<file path="src/rtl/usb_pkg.sv">
`default_nettype none
// ============================================================================
// Module   : usb_pkg
// Purpose  : Shared types and constants for the USB full-speed transmit encoder.
// Revision : 1.0 - initial release
// ============================================================================
package usb_pkg;

  typedef enum logic [2:0] {
    IDLE     = 3'd0,
    DATA     = 3'd1,
    STUFF    = 3'd2,
    EOP_SE0A = 3'd3,
    EOP_SE0B = 3'd4,
    EOP_J    = 3'd5
  } tx_state_t;

  // Line pairs are packed as {d_plus, d_minus}.
  localparam logic [1:0] c_line_j   = 2'b10;
  localparam logic [1:0] c_line_k   = 2'b01;
  localparam logic [1:0] c_line_se0 = 2'b00;

  localparam int c_stuff_threshold = 6;

  // NRZI: a 1 holds the line, a 0 swaps J and K.
  function automatic logic [1:0] nrzi_next(input logic [1:0] line, input logic bit_val);
    return bit_val ? line : ~line;
  endfunction

endpackage
`default_nettype wire

</file>
<file path="src/rtl/usb_tx_encoder_if.sv">
`default_nettype none
// ============================================================================
// Module   : usb_tx_encoder_if
// Purpose  : Shift-register handshake and line-drive bundle of the TX encoder.
// Revision : 1.0 - initial release
// ============================================================================
interface usb_tx_encoder_if;

  logic tx_enable;
  logic tx_out;
  logic eop_req;
  logic tx_shift;
  logic d_plus;
  logic d_minus;
  logic tx_busy;
  logic eop_done;

  modport master (
    output tx_enable, tx_out, eop_req,
    input  tx_shift, d_plus, d_minus, tx_busy, eop_done
  );

  modport slave (
    input  tx_enable, tx_out, eop_req,
    output tx_shift, d_plus, d_minus, tx_busy, eop_done
  );

endinterface
`default_nettype wire

</file>
<file path="src/rtl/usb_tx_bit_timer.sv">
`default_nettype none
// ============================================================================
// Module   : usb_tx_bit_timer
// Purpose  : Bit-period counter; strobes boundary on the last cycle of a bit.
// Revision : 1.0 - initial release
// ============================================================================
module usb_tx_bit_timer #(
  parameter int CLKS_PER_BIT = 4
) (
  input  logic clk,
  input  logic n_rst,
  input  logic clear,
  output logic boundary
);

  localparam int                c_cnt_w = $clog2(CLKS_PER_BIT);
  localparam logic [c_cnt_w-1:0] c_last = c_cnt_w'(CLKS_PER_BIT - 1);

  logic [c_cnt_w-1:0] r_count;

  always_ff @(posedge clk or negedge n_rst) begin
    if (!n_rst) begin
      r_count <= '0;
    end else if (clear || (r_count == c_last)) begin
      r_count <= '0;
    end else begin
      r_count <= r_count + 1'b1;
    end
  end

  assign boundary = (r_count == c_last);

endmodule
`default_nettype wire

</file>
<file path="src/rtl/usb_tx_encoder.sv">
`default_nettype none
// ============================================================================
// Module   : usb_tx_encoder
// Purpose  : USB full-speed NRZI line encoder with bit stuffing and EOP.
//            Define USB_TX_BITSTUFF_EN to enable bit stuffing.
// Revision : 1.0 - initial release
// ============================================================================
module usb_tx_encoder
  import usb_pkg::*;
#(
  parameter int CLKS_PER_BIT = 4
) (
  input  logic              clk,
  input  logic              n_rst,
  usb_tx_encoder_if.slave   bus
);

  tx_state_t  r_state;
  tx_state_t  w_next_state;
  logic [1:0] r_line;
  logic [1:0] w_line_next;
  logic       r_eop_done;
  logic       w_done_next;
  logic       w_shift;
  logic       w_boundary;
  logic       w_timer_clear;

`ifdef USB_TX_BITSTUFF_EN
  localparam logic [2:0] c_ones_last = 3'(c_stuff_threshold - 1);

  logic [2:0] r_ones;
  logic [2:0] w_ones_next;
  logic       r_eop_pend;
  logic       w_eop_pend_next;
`endif

  // Holding the timer cleared through IDLE starts DATA at count 0.
  assign w_timer_clear = (r_state == IDLE);

  usb_tx_bit_timer #(
    .CLKS_PER_BIT (CLKS_PER_BIT)
  ) u_bit_timer (
    .clk      (clk),
    .n_rst    (n_rst),
    .clear    (w_timer_clear),
    .boundary (w_boundary)
  );

  always_ff @(posedge clk or negedge n_rst) begin
    if (!n_rst) begin
      r_state    <= IDLE;
      r_line     <= c_line_j;
      r_eop_done <= 1'b0;
    end else begin
      r_state    <= w_next_state;
      r_line     <= w_line_next;
      r_eop_done <= w_done_next;
    end
  end

`ifdef USB_TX_BITSTUFF_EN
  always_ff @(posedge clk or negedge n_rst) begin
    if (!n_rst) begin
      r_ones     <= '0;
      r_eop_pend <= 1'b0;
    end else begin
      r_ones     <= w_ones_next;
      r_eop_pend <= w_eop_pend_next;
    end
  end
`endif

  always_comb begin
    w_next_state = r_state;
    w_line_next  = r_line;
    w_shift      = 1'b0;
    w_done_next  = 1'b0;
`ifdef USB_TX_BITSTUFF_EN
    w_ones_next     = r_ones;
    w_eop_pend_next = r_eop_pend;
`endif

    case (r_state)
      IDLE: begin
        w_line_next = c_line_j;
`ifdef USB_TX_BITSTUFF_EN
        w_ones_next     = '0;
        w_eop_pend_next = 1'b0;
`endif
        if (bus.tx_enable) begin
          w_next_state = DATA;
        end
      end

      DATA: begin
        if (!bus.tx_enable) begin
          w_next_state = IDLE;
          w_line_next  = c_line_j;
`ifdef USB_TX_BITSTUFF_EN
          w_ones_next     = '0;
          w_eop_pend_next = 1'b0;
`endif
        end else if (w_boundary) begin
          w_shift     = 1'b1;
          w_line_next = nrzi_next(r_line, bus.tx_out);
`ifdef USB_TX_BITSTUFF_EN
          if (!bus.tx_out) begin
            w_ones_next = '0;
            if (bus.eop_req) begin
              w_next_state = EOP_SE0A;
            end
          end else if (r_ones == c_ones_last) begin
            // Sixth consecutive one: a stuff bit must precede anything else.
            w_ones_next     = r_ones + 3'd1;
            w_eop_pend_next = bus.eop_req;
            w_next_state    = STUFF;
          end else begin
            w_ones_next = r_ones + 3'd1;
            if (bus.eop_req) begin
              w_next_state = EOP_SE0A;
            end
          end
`else
          if (bus.eop_req) begin
            w_next_state = EOP_SE0A;
          end
`endif
        end
      end

      STUFF: begin
        if (!bus.tx_enable) begin
          w_next_state = IDLE;
          w_line_next  = c_line_j;
`ifdef USB_TX_BITSTUFF_EN
          w_ones_next     = '0;
          w_eop_pend_next = 1'b0;
`endif
        end else if (w_boundary) begin
          w_line_next  = ~r_line;
          w_next_state = DATA;
`ifdef USB_TX_BITSTUFF_EN
          w_ones_next     = '0;
          w_eop_pend_next = 1'b0;
          if (r_eop_pend) begin
            w_next_state = EOP_SE0A;
          end
`endif
        end
      end

      // The EOP runs to completion even if tx_enable falls.
      EOP_SE0A: begin
        if (w_boundary) begin
          w_line_next  = c_line_se0;
          w_next_state = EOP_SE0B;
        end
      end

      EOP_SE0B: begin
        if (w_boundary) begin
          w_line_next  = c_line_se0;
          w_next_state = EOP_J;
        end
      end

      EOP_J: begin
        if (w_boundary) begin
          w_line_next  = c_line_j;
          w_next_state = IDLE;
          w_done_next  = 1'b1;
        end
      end

      default: begin
        w_next_state = IDLE;
        w_line_next  = c_line_j;
      end
    endcase
  end

  assign bus.tx_shift = w_shift;
  assign bus.d_plus   = r_line[1];
  assign bus.d_minus  = r_line[0];
  assign bus.tx_busy  = (r_state != IDLE);
  assign bus.eop_done = r_eop_done;

endmodule
`default_nettype wire

</file>
<file path="src/flat_wrapper.sv">
// flat-port wrapper written by rule: the top's interface ports become plain ports
module usb_tx_encoder_flat import usb_pkg::*;
#(
  parameter int CLKS_PER_BIT = 4
)
  (clk, n_rst, bus_tx_enable, bus_tx_out, bus_eop_req, bus_tx_shift, bus_d_plus, bus_d_minus, bus_tx_busy, bus_eop_done);
  usb_tx_encoder_if bus_i ();
  input  logic clk;
  input  logic n_rst;
  input wire logic [$bits(bus_i.tx_enable)-1:0] bus_tx_enable;
  input wire logic [$bits(bus_i.tx_out)-1:0] bus_tx_out;
  input wire logic [$bits(bus_i.eop_req)-1:0] bus_eop_req;
  output wire logic [$bits(bus_i.tx_shift)-1:0] bus_tx_shift;
  output wire logic [$bits(bus_i.d_plus)-1:0] bus_d_plus;
  output wire logic [$bits(bus_i.d_minus)-1:0] bus_d_minus;
  output wire logic [$bits(bus_i.tx_busy)-1:0] bus_tx_busy;
  output wire logic [$bits(bus_i.eop_done)-1:0] bus_eop_done;
  assign bus_i.tx_enable = bus_tx_enable;
  assign bus_i.tx_out = bus_tx_out;
  assign bus_i.eop_req = bus_eop_req;
  assign bus_tx_shift = bus_i.tx_shift;
  assign bus_d_plus = bus_i.d_plus;
  assign bus_d_minus = bus_i.d_minus;
  assign bus_tx_busy = bus_i.tx_busy;
  assign bus_eop_done = bus_i.eop_done;
  usb_tx_encoder #(.CLKS_PER_BIT(CLKS_PER_BIT)) u_core (.clk(clk), .n_rst(n_rst), .bus(bus_i));
endmodule
</file>
<file path="config.mk">
export PLATFORM = sky130hd
export DESIGN_NAME = usb_tx_encoder_flat
export DESIGN_NICKNAME = d
export VERILOG_FILES = /design/src/rtl/usb_pkg.sv /design/src/rtl/usb_tx_encoder_if.sv /design/src/rtl/usb_tx_bit_timer.sv /design/src/rtl/usb_tx_encoder.sv /design/src/flat_wrapper.sv
export SDC_FILE = /design/constraint.sdc
export NUM_CORES = 1
export LEC_CHECK = 0
export CAP_MARGIN = 30
export CORE_AREA = 2 2 39 41
export CTS_CLUSTER_SIZE = 8
export DETAILED_ROUTE_END_ITERATION = 10
export DIE_AREA = 0 0 41 43
export PLACE_DENSITY = 0.72
export SKIP_CTS_REPAIR_TIMING = 1
export SLEW_MARGIN = 10
export SYNTH_ARGS = -nofsm -noshare
export SYNTH_HDL_FRONTEND = slang
export SYNTH_SLANG_ARGS = --single-unit
</file>
<file path="constraint.sdc">
create_clock -name clk -period 2.7 [get_ports clk]
set_clock_uncertainty 0.2 [all_clocks]
set_input_delay 0.27 -clock clk [delete_from_list [all_inputs] [get_ports clk]]
set_output_delay 0.27 -clock clk [all_outputs]
set_load 0.005 [all_outputs]
</file>
-- Word-level counts from Yosys, hierarchy flattened
Cells that the tools add are included.
- bits in registers: 8
- input bits: 5
- output and inout port bits: 5
- logic and storage cells: 50
- $add $sub $neg: 1
- equal/unequal tests: 15
- multiplexer cells: 23
- bitwise gates (word level): 1
- reduce and logical (&&, ||, !) cells: 6
- operators by type and width (operator ; number):
    2-to-1 mux 3 bit ; 9
    one-hot mux 3 bit (6 select lines) ; 1
    2-to-1 mux 2 bit ; 8
    inequality test 3 bit, second input constant ; 4
    inequality test 2 bit, second input constant ; 4
    one-hot mux 2 bit (4 select lines) ; 1
    AND reduction 7 bit ; 1
    == test 3 x 2 -> 1 bit, second input constant ; 2
    == test 3 bit, second input constant ; 2
    AND reduction 5 bit ; 1
    2-to-1 mux 1 bit ; 4
    == test 3 x 1 -> 1 bit, second input constant ; 1
    zero test 3 bit ; 1
    nonzero test 3 bit ; 1
    adder 2 x 1 -> 2 bit, second input constant ; 1
    == test 2 bit, second input constant ; 1
    inequality test 2 x 1 -> 1 bit, second input constant ; 1
    inverter 2 bit ; 1
    OR reduction 2 bit ; 1
    logical OR 1 bit ; 1

-- Longest topological paths before layout
Gate-level depths: netlist of the first run.
- depth in word-level cells: 5
- gate-level depth with buffers: 5
- gate-level depth less buffers: 5

-- By module
Synthesis of the first run repeated with hierarchy kept, for this count alone.
- cells, all modules: 50
- area, all modules: 481.7 µm²
- modules (own cells, without submodules) (module ; instances ; cells an instance ; area an instance (µm²) ; sequential area each (µm²)):
    usb_tx_encoder ; 1 ; 45 ; 396.6 ; 151.4
    usb_tx_bit_timer ; 1 ; 5 ; 85.1 ; 50.0

-- Least setup slack after synthesis of the first run
OpenSTA, ideal clock, no wires.
- kind: register to register
- start: register u_core.r_state[1]
- end: register u_core.r_line[0]
- library setup time: 128 ps
- data arrival time: 1370 ps
- required time: 2372 ps
- setup slack: 1002 ps
- cell stages (with the launch flop): 6
- buffers on the path: 1
- clock period less this slack: 1698 ps
- path through: dfrtp_1 > buf_6 > nor2b_4 > o211a_1 > a211oi_2 > mux2_1
- word-level cells in the longest chain between the ends: 4
- elaborated cells on any way between the ends: 13
- classes of those cells: eq/ne (10); mux (1); reduce/logical (2)
- ends and longest elaborated chain (what ; RTL line ; text):
    from (decl) ; usb_tx_encoder.sv:18 ; tx_state_t r_state;
    from (signal assigned) ; usb_tx_encoder.sv:55 ; r_state <= w_next_state;
    == test 3 x 2 -> 1 bit / == test 3 bit (equally long branches) ; usb_tx_encoder.sv:83 ; case (r_state)
    OR reduction 2 bit (no line) ; - ;
    inequality test 2 x 1 -> 1 bit (no line) ; - ;
    AND reduction 5 bit (no line) ; - ;
    to (signal assigned) ; usb_tx_encoder.sv:52 ; r_line <= c_line_j;
    to (signal assigned) ; usb_tx_encoder.sv:56 ; r_line <= w_line_next;
    to (decl) ; usb_tx_encoder.sv:20 ; logic [1:0] r_line;
Parallel ways exist; a longest one is shown, timed or not.
A chain may end at the register's enable or synchronous reset.

-- Worst setup path after layout of the first run
- start: register u_core.r_state[1]
- end: output port bus_tx_shift
- word-level cells in the longest chain between the ends: 2
- ends and longest elaborated chain (what ; RTL line ; text):
    == test 3 x 1 -> 1 bit ; usb_tx_encoder.sv:83 ;
    2-to-1 mux 1 bit ; usb_tx_encoder.sv:83 ;
    to (decl) ; flat_wrapper.sv:13 ; output wire logic [$bits(bus_i.tx_shift)-1:0] bus_tx_shift;
No other way between the ends.

==> metrics.md, run 1 <==
| Metric | Value |
|---|---|
| Lkg Pwr | `0.279 nW` |
| Max-slew violations | `0` |
| Maximum vdd drop | `386 uV` |
| Unrepaired setup endpoints after global routing | `no` |
| GRT Total Usage | `0.135` |
| Fin cells | `75` |
| Fin crit period | `2180 ps` |
| Utilization after layout | `0.436` |
| Internal cell power | `371 uW` |
| PwrDens | `947 nW/um^2` |
| Final Hold Fails | `0` |
| R2R setup slack | `830 ps` |
| Least-Margin Pin Slew | `398 ps` |
| Vias in the first global route | `389` |
| CTS tree | `built` |
| Routability cong. | `0.813` |
| Core Region | `1380 um^2` |
| Largest net degree at the start of global routing | `12` |
| Sequential element share of the synthesized area | `0.408` |
| First-pass GRT wire length | `1590 um` |
| Final Cell Area | `603 um^2` |
| RR Startpoint | `u_core.r_state[1]` |
| Total number of H-tree levels | `1` |
| Post-synth EDFFs | `0` |
| CTS Buf Count | `3` |
| Crit start category | `register` |
| Yosys warnings | `0` |
| Die Span Y | `43 um` |
| Status | `finished, final reports clean` |
| Clock Tree Buf Depth | `2` |
| Req. time, crit path | `2230 ps` |
| I/O Pins | `10` |
| Synthesized instance count | `49` |
| Detail Route Antenna Nets | `0` |
| Final Worst Setup Slack | `520 ps` |
| Flop pwr share | `0.385` |
| Placement Setup Slack | `581 ps` |
| CP delay by family, top | `buffers and inverters` |
| Number of distinct library cells after synthesis | `29` |
| Port-buffer cells | `9` |
| Clock root cell | `clkbuf_4` |
| Number of max-cap violations | `0` |
| Mapped cell area | `494 um^2` |
| Fillers | `153` |
| CP Capture Type | `output pin` |
| Crit Reg-Reg Endpoint | `u_core.r_line[0]` |
| Crit-path max cell delay | `500 ps` |
| Die ar. | `1760 um^2` |
| Async SR Flop Fraction | `1.00` |
| DR vias/cell | `5.09` |
| Worst path arrival time | `1710 ps` |
| Synthesized net count | `55` |
| Critical path's slowest cell | `clkdlybuf4s50_1` |
| Area after DPL | `577 um^2` |
| Clock power share | `0.175` |
| Net Switching | `200 uW` |
| Routed wire per std cell | `12.2 um` |
| Setup TNS | `0 ps` |
| Clock latency on the worst-skew pair | `260 ps` |
| GRT Residual Overflow | `0` |
| Dpl cells | `71` |
| Number of diodes | `0` |
| Hpwl dp | `689 um` |
| Crit Path Category | `reg -> out` |
| Fin crit share | `0.807` |
| Switching share of power | `0.350` |
| Sink Count | `8` |
| Min-Delay Path Class | `in -> async` |
| Drt pass-1 iters | `3` |
| Fmax | `0.459 GHz` |
| Rel. slew slack | `0.734` |
| FF+latch count, synth | `8` |
| Initial drt markers | `5` |
| Wirelength, routed | `912 um` |
| Clk pin slew, worst setup/hold paths | `60 ps` |
| Die X-Extent | `41 um` |
| Std cell rows | `14` |
| Starting Density | `0.357` |
| Worst-path cell chain | `and2b_4 > nand2_1 > nor2_1 > clkdlybuf4s50_1` |
| Initial antenna violation count | `0` |
| Syn avg cell area | `10.1 um^2` |
| Final Setup Violations | `0` |
| Vias | `382` |
| Layout cells sized above 1 | `0.136` |
| Combinational share of power | `0.440` |
| # nets final | `66` |
| Ys flop type | `dfrtp_1` |
| Crit Path Max Fanout | `11` |
| # DRC | `0` |
| Reg2reg path depth | `4` |
| Area grow syn2layout | `22.0%` |
| Worst Path Buf+Inv | `1` |
-- cells in the mapped netlist, types with 2 or more instances --
| master | instances | area share |
|---|---|---|
| dfrtp_1 | 7 | 0.35 |
| inv_1 | 2 | 0.015 |
| o21ai_1 | 2 | 0.020 |
| and3_1 | 4 | 0.051 |
| nor2_1 | 3 | 0.023 |
| mux2_1 | 2 | 0.046 |
| a21oi_1 | 3 | 0.030 |
| nand2b_1 | 2 | 0.025 |
| buf_6 | 2 | 0.046 |
| nand2_1 | 3 | 0.023 |
-- worst register-to-register path, stage by stage, from the launching register on --
cell and delay [ps]:
dfrtp_1 530, and2b_4 250, and4b_1 200, a211oi_2 220, mux2_1 340
-- registers in the layout, summed over array words and instances (netlist names) --
| name | cells |
|---|---|
| u_core.bus.eop_done | 1 |
| u_core.r_line | 2 |
| u_core.r_state | 3 |
| u_core.u_bit_timer.r_count | 2 |
-- power groups by stage --
| stage | registers [mW] | logic [mW] | clock network [mW] |
|---|---|---|---|
| floorplan | 0.183 | 0.226 | 0 |
| global route | 0.229 | 0.285 | 0.112 |
| CTS | 0.220 | 0.254 | 0.103 |
| detailed placement | 0.223 | 0.255 | 0 |
| global placement | 0.221 | 0.249 | 0 |
| finish | 0.220 | 0.251 | 0.100 |
-- worst max-delay path by stage --
| stage | slack [ps] | start | endpoint | depth (start not counted) |
|---|---|---|---|---|
| after global routing | 410 | u_core.r_state[1] | bus_tx_shift | 4 |
| after floorplan | 1000 | u_core.r_state[1] | u_core.r_line[0] | 5 |
| after CTS | 510 | u_core.r_state[1] | bus_tx_shift | 4 |
| after global placement | 600 | bus_tx_enable | u_core.r_line[0] | 5 |
| after detailed placement | 580 | bus_tx_enable | u_core.r_line[0] | 5 |
| final | 520 | u_core.r_state[1] | bus_tx_shift | 4 |
-- per-layer routing --
layer	global-route usage	wire (um)	vias to the layer above
li1	-	-	192
met1	0.177	456	177
met2	0.184	398	11
met3	0.0314	41	2
met4	0.100	14	0
met5	0	0	-
-- logic make-up after synthesis --
| family | Yosys count | synth area share |
|---|---|---|
| AOI/OAI and AO/OA | 12 | 0.180 |
| xor gates and xnor gates | 2 | 0.0354 |
| adders and majority gates | 1 | 0.0253 |
| buffers and inverters | 5 | 0.0709 |
| DFF | 8 | 0.408 |
| muxes | 2 | 0.0456 |
| and+or+nand+nor | 19 | 0.235 |
-- final cells by class --
class | instances | area [um^2] | area share
inverters | 2 | 7.51 | 0.0124
well taps | 16 | 20.0 | 0.0332
clock buffers | 4 | 26.3 | 0.0436
repair buffers | 9 | 90.1 | 0.149
multi-input cells | 36 | 258 | 0.427
flip-flops and latches | 8 | 201 | 0.334
-- cell usage in the layout (no fill, tap or decap), drive strengths merged --
cell type / instances
clkdlybuf4s50: 9
dfrtp: 7
and3: 4
clkbuf: 4
nand2: 3
nor2: 3
a21oi: 3
inv: 2
nand2b: 2
o21ai: 2
mux2: 2
nor2b: 2
or3: 1
and2b: 1
xor2: 1
nand3: 1
a211o: 1
o211ai: 1
a31o: 1
xnor2: 1
nor3: 1
o211a: 1
and4b: 1
a211oi: 1
a21o: 1
o22a: 1
ha: 1
dfstp: 1
-- per-stage QoR --
stage | hold slack [ps] | total power, mW
final | 103 | 0.571
after detailed placement | 252 | 0.478
after floorplan | -226 | 0.408
after global placement | 232 | 0.470
after global routing | 122 | 0.625
after CTS | 107 | 0.577
Power figures use the tool's default switching activity.
==> inputs of run 2 (changes only) <==
PLACE_DENSITY = 0.74   (was 0.72)
clock period = 1.76 ns   (was 2.7 ns; I/O delays follow)
==> metrics.md, run 2 (synthesis results as in run 1) <==
| Metric | Value |
|---|---|
| Status | `finished, final reports clean` |
| Max-slew violations | `0` |
| Setup TNS | `0 ps` |
| Least-Margin Pin Slew | `376 ps` |
| Crit Path Max Fanout | `6` |
| Worst path arrival time | `1680 ps` |
| M3 GR Usage | `0.0471` |
| CTS tree | `built` |
| Fmax | `0.574 GHz` |
| Number of diodes | `0` |
| Fin cells | `89` |
| Initial antenna violation count | `0` |
| DR vias/cell | `5.24` |
| Max reg flops | `3` |
| Crit Reg-Reg Endpoint | `u_core.r_line[0]` |
| Die ar. | `1760 um^2` |
| Dpl cells | `80` |
| CP Capture Type | `register` |
| Clk pin slew, worst setup/hold paths | `60 ps` |
| Crit start category | `register` |
| M2 GR Usage | `0.203` |
| Die X-Extent | `41 um` |
| Std cell rows | `14` |
| Final Hold Fails | `0` |
| Rel. slew slack | `0.749` |
| Vias | `466` |
| Core Region | `1380 um^2` |
| Most common cell after layout, fill and taps aside | `buf_4` |
| Die Span Y | `43 um` |
| Number of max-cap violations | `0` |
| R2R setup slack | `20 ps` |
| Final Setup Violations | `0` |
| Top Usage Layer GRT | `met2` |
| Vias in the first global route | `429` |
| Largest Register | `u_core.r_state` |
| M1 GR Usage | `0.189` |
| Req. time, crit path | `1700 ps` |
| Fillers | `137` |
| Drt pass-1 iters | `5` |
| Seq. cell area | `204 um^2` |
| # DRC | `0` |
| Clock latency on the worst-skew pair | `260 ps` |
| Hpwl dp | `767 um` |
| Most frequent cells in the layout | `buf_4 (13), clkdlybuf4s50_1 (7), dfrtp_1 (5)` |
| Min-Delay Path Class | `in -> async` |
| GRT Residual Overflow | `0` |
| CTS Buf Count | `3` |
| Unrepaired setup endpoints after global routing | `yes` |
| Fin crit share | `0.990` |
| Fin crit period | `1740 ps` |
| Largest net degree at the start of global routing | `10` |
| Reg2reg path depth | `4` |
| Top flop regs | `u_core.r_state (3), u_core.r_line (2), u_core.u_bit_timer.r_count (2)` |
| RR Startpoint | `u_core.r_state[1]` |
| I/O Pins | `10` |
| Lkg Pwr | `0.373 nW` |
| Port-buffer cells | `9` |
| Area of the multi-input gates | `260 um^2` |
| Area grow syn2layout | `46.1%` |
| Wirelength, routed | `1050 um` |
| Pwr Total | `992 uW` |
| Clock Tree Buf Depth | `2` |
| Crit. Startpoint | `u_core.r_state[1]` |
| PwrDens | `1370 nW/um^2` |
| First-pass GRT wire length | `1730 um` |
| Routability cong. | `0.839` |
| Total number of H-tree levels | `1` |
| Utilization after layout | `0.522` |
| Clock root cell | `clkbuf_4` |
| Layout cells sized above 1 | `0.342` |
| Initial drt markers | `8` |
| # nets final | `80` |
| Maximum vdd drop | `516 uV` |
| Detail Route Antenna Nets | `0` |
| Sink Count | `8` |
| Routed wire per std cell | `11.8 um` |
| Starting Density | `0.357` |
| GRT Total Usage | `0.151` |
| Crit Path Category | `reg -> reg` |
| Hold WS | `1.26 ps` |
-- run 2: area by class of cell --
class / instances / area share
multi-input cells: 36 / 0.360
flip-flops and latches: 8 / 0.282
repair buffers: 23 / 0.282
clock buffers: 4 / 0.0364
well taps: 16 / 0.0277
inverters: 2 / 0.0104
-- run 2: power breakdown --
group	internal (mW)	total, mW	switching [mW]
clock	0.0869	0.152	0.0650
sequential	0.253	0.303	0.0503
combinational	0.323	0.537	0.213
-- run 2: stage by stage --
| step | setup slack, ps | area (um^2) |
|---|---|---|
| after floorplan | 62.5 | 494 |
| after global placement | -159 | 644 |
| after detailed placement | -170 | 644 |
| after CTS | -294 | 671 |
| after global routing | -46.0 | 722 |
| final | 18.0 | 722 |
-- run 2: how the worst max path moves through the flow --
stage,to,slack [ps],cells past startpoint
2_1_floorplan,u_core.r_line[0],60,5
5_1_grt,u_core.r_line[0],-50,4
3_3_place_gp,u_core.r_line[0],-160,5
3_5_place_dp,u_core.r_line[0],-170,5
4_1_cts,bus_tx_shift,-290,4
6_report,u_core.r_line[0],20,4
-- run 2: metal layers --
| layer | wire length [um] | part of all wire |
|---|---|---|
| met5 | 0 | 0 |
| met4 | 40 | 0.038 |
| met1 | 486 | 0.46 |
| met2 | 466 | 0.44 |
| met3 | 60 | 0.057 |
-- run 2: critical path, stage by stage, from the launching register on --
cell and delay [ps]:
dfrtp_2 440, nor2b_4 140, o211a_1 220, a211oi_2 280, mux2_1 340
==> inputs of run 3 (changes only) <==
PLACE_DENSITY = not set   (was 0.74)
==> metrics.md, run 3 (synthesis results as in run 1) <==
| Metric | Value |
|---|---|
| Fin crit share | `0.970` |
| DR vias/cell | `4.85` |
| Top flop regs | `u_core.r_state (3), u_core.r_line (2), u_core.u_bit_timer.r_count (2)` |
| Core Region | `1380 um^2` |
| Pwr Total | `1.08 mW` |
| Routed wl met2 | `546 um` |
| Die ar. | `1760 um^2` |
| Largest net degree at the start of global routing | `10` |
| Unrepaired setup endpoints after global routing | `yes` |
| Crit-path max cell delay | `410 ps` |
| Cell repeated most along the worst path | `buf_4` |
| Drt pass-1 iters | `4` |
| Fillers | `134` |
| Hold WS | `-5.67 ps` |
| Area grow syn2layout | `57.2%` |
| GRT Residual Overflow | `0` |
| Wl on met1 | `536 um` |
| Number of max-cap violations | `0` |
| Req. time, crit path | `1710 ps` |
| Met3 WL | `32 um` |
| Std cell rows | `14` |
| Status | `finished, violations left` |
| Vias | `451` |
| Most frequent cells in the layout | `buf_4 (17), clkdlybuf4s50_1 (6), dfrtp_1 (5)` |
| Wirelength, routed | `1140 um` |
| Crit Path Category | `reg -> reg` |
| Critical path's slowest cell | `dfrtp_2` |
| Max layer used | `met4` |
| Port-buffer cells | `9` |
| Max reg flops | `3` |
| Detail Route Antenna Nets | `0` |
| Routed wire per std cell | `12.3 um` |
| Rel. slew slack | `0.749` |
| # nets final | `84` |
| Worst-path cell chain | `buf_4 > buf_4 > nand2b_4 > o21ai_2 > a211oi_2 > mux2_4` |
| Clock Tree Buf Depth | `2` |
| Vias in the first global route | `408` |
| Die Span Y | `43 um` |
| PwrDens | `1390 nW/um^2` |
| Layout cells sized above 1 | `0.442` |
| Starting Density | `0.357` |
| CP Capture Type | `register` |
| Crit start category | `register` |
| Least-Margin Pin Slew | `376 ps` |
| Fin crit period | `1710 ps` |
| Total number of H-tree levels | `1` |
| Hpwl dp | `784 um` |
| Fmax | `0.586 GHz` |
| Failing checks | `hold timing` |
| GRT Total Usage | `0.166` |
| Clock root cell | `clkbuf_4` |
| Min-Delay Path Class | `in -> async` |
| # DRC | `0` |
| Die X-Extent | `41 um` |
| Clock latency on the worst-skew pair | `260 ps` |
| I/O Pins | `10` |
| Lkg Pwr | `0.411 nW` |
| Placement Setup Slack | `-231 ps` |
| Crit Path Max Fanout | `3` |
| Most common cell after layout, fill and taps aside | `buf_4` |
| Final Hold Fails | `7` |
| Worst path arrival time | `1650 ps` |
| CTS Buf Count | `3` |
| Final Setup Violations | `0` |
| CTS tree | `built` |
| Initial antenna violation count | `0` |
| Largest Register | `u_core.r_state` |
| Number of diodes | `0` |
| Initial drt markers | `4` |
| First-pass GRT wire length | `1900 um` |
| Routability cong. | `0.797` |
| Sink Count | `8` |
| Maximum vdd drop | `561 uV` |
| Max-slew violations | `0` |
| Final Worst Setup Slack | `53.5 ps` |
| Clk pin slew, worst setup/hold paths | `60 ps` |
==> run 3: per-layer routing <==
| layer | vias to the layer above | GRT usage |
|---|---|---|
| met2 | 9 | 0.194 |
| li1 | 229 | - |
| met3 | 3 | 0.0628 |
| met4 | 0 | 0.133 |
| met5 | - | 0 |
| met1 | 210 | 0.230 |
==> run 3: critical path: cells and delay by family (launching register included) <==
family / cells / cell delay (ps)
DFF: 1 / 410
muxes: 1 / 330
buffers and inverters: 2 / 290
AOI/OAI and AO/OA: 2 / 300
and+or+nand+nor: 1 / 70
==> run 3: metrics by stage <==
step / area (um^2) / hold WS (ps) / TNS, ps / std cells / util
6_report: 777 / -5.67 / 0 / 93 / 0.561
5_1_grt: 777 / 2.60 / -23.8 / 93 / 0.561
4_1_cts: 693 / 5.78 / -547 / 87 / 0.501
3_5_place_dp: 667 / 231 / -513 / 83 / 0.482
3_3_place_gp: 667 / 224 / -457 / 83 / 0.482
2_1_floorplan: 494 / -320 / 0 / 49 / -
==> run 3: area by class of cell <==
type                    count  area [um^2]  area share
repair buffers             27          236       0.304
flip-flops and latches      8          204       0.262
multi-input cells          36          283       0.364
well taps                  16         20.0      0.0258
clock buffers               4         26.3      0.0338
inverters                   2         7.51     0.00966
==> run 3: final timing paths <==
kind	slack, ps	depth (start not counted)	to	from
worst max-delay path	50	6	u_core.r_line[0]	u_core.r_state[2]
worst min-delay path	-6	1	u_core.r_line[0]	n_rst
worst max register to register	50	6	u_core.r_line[0]	u_core.r_state[2]
worst min register to register	230	1	u_core.u_bit_timer.r_count[0]	u_core.u_bit_timer.r_count[0]
max in group asynchronous	1060	1	u_core.r_line[1]	n_rst
min in group clk	160	4	u_core.r_state[1]	bus_tx_enable
==> run 3: report_power, final <==
group	switching (mW)	internal, mW	leakage [nW]	total [mW]
registers	0.0430	0.253	0.0994	0.296
clock network	0.0700	0.0872	0.0150	0.157
logic	0.243	0.387	0.296	0.630
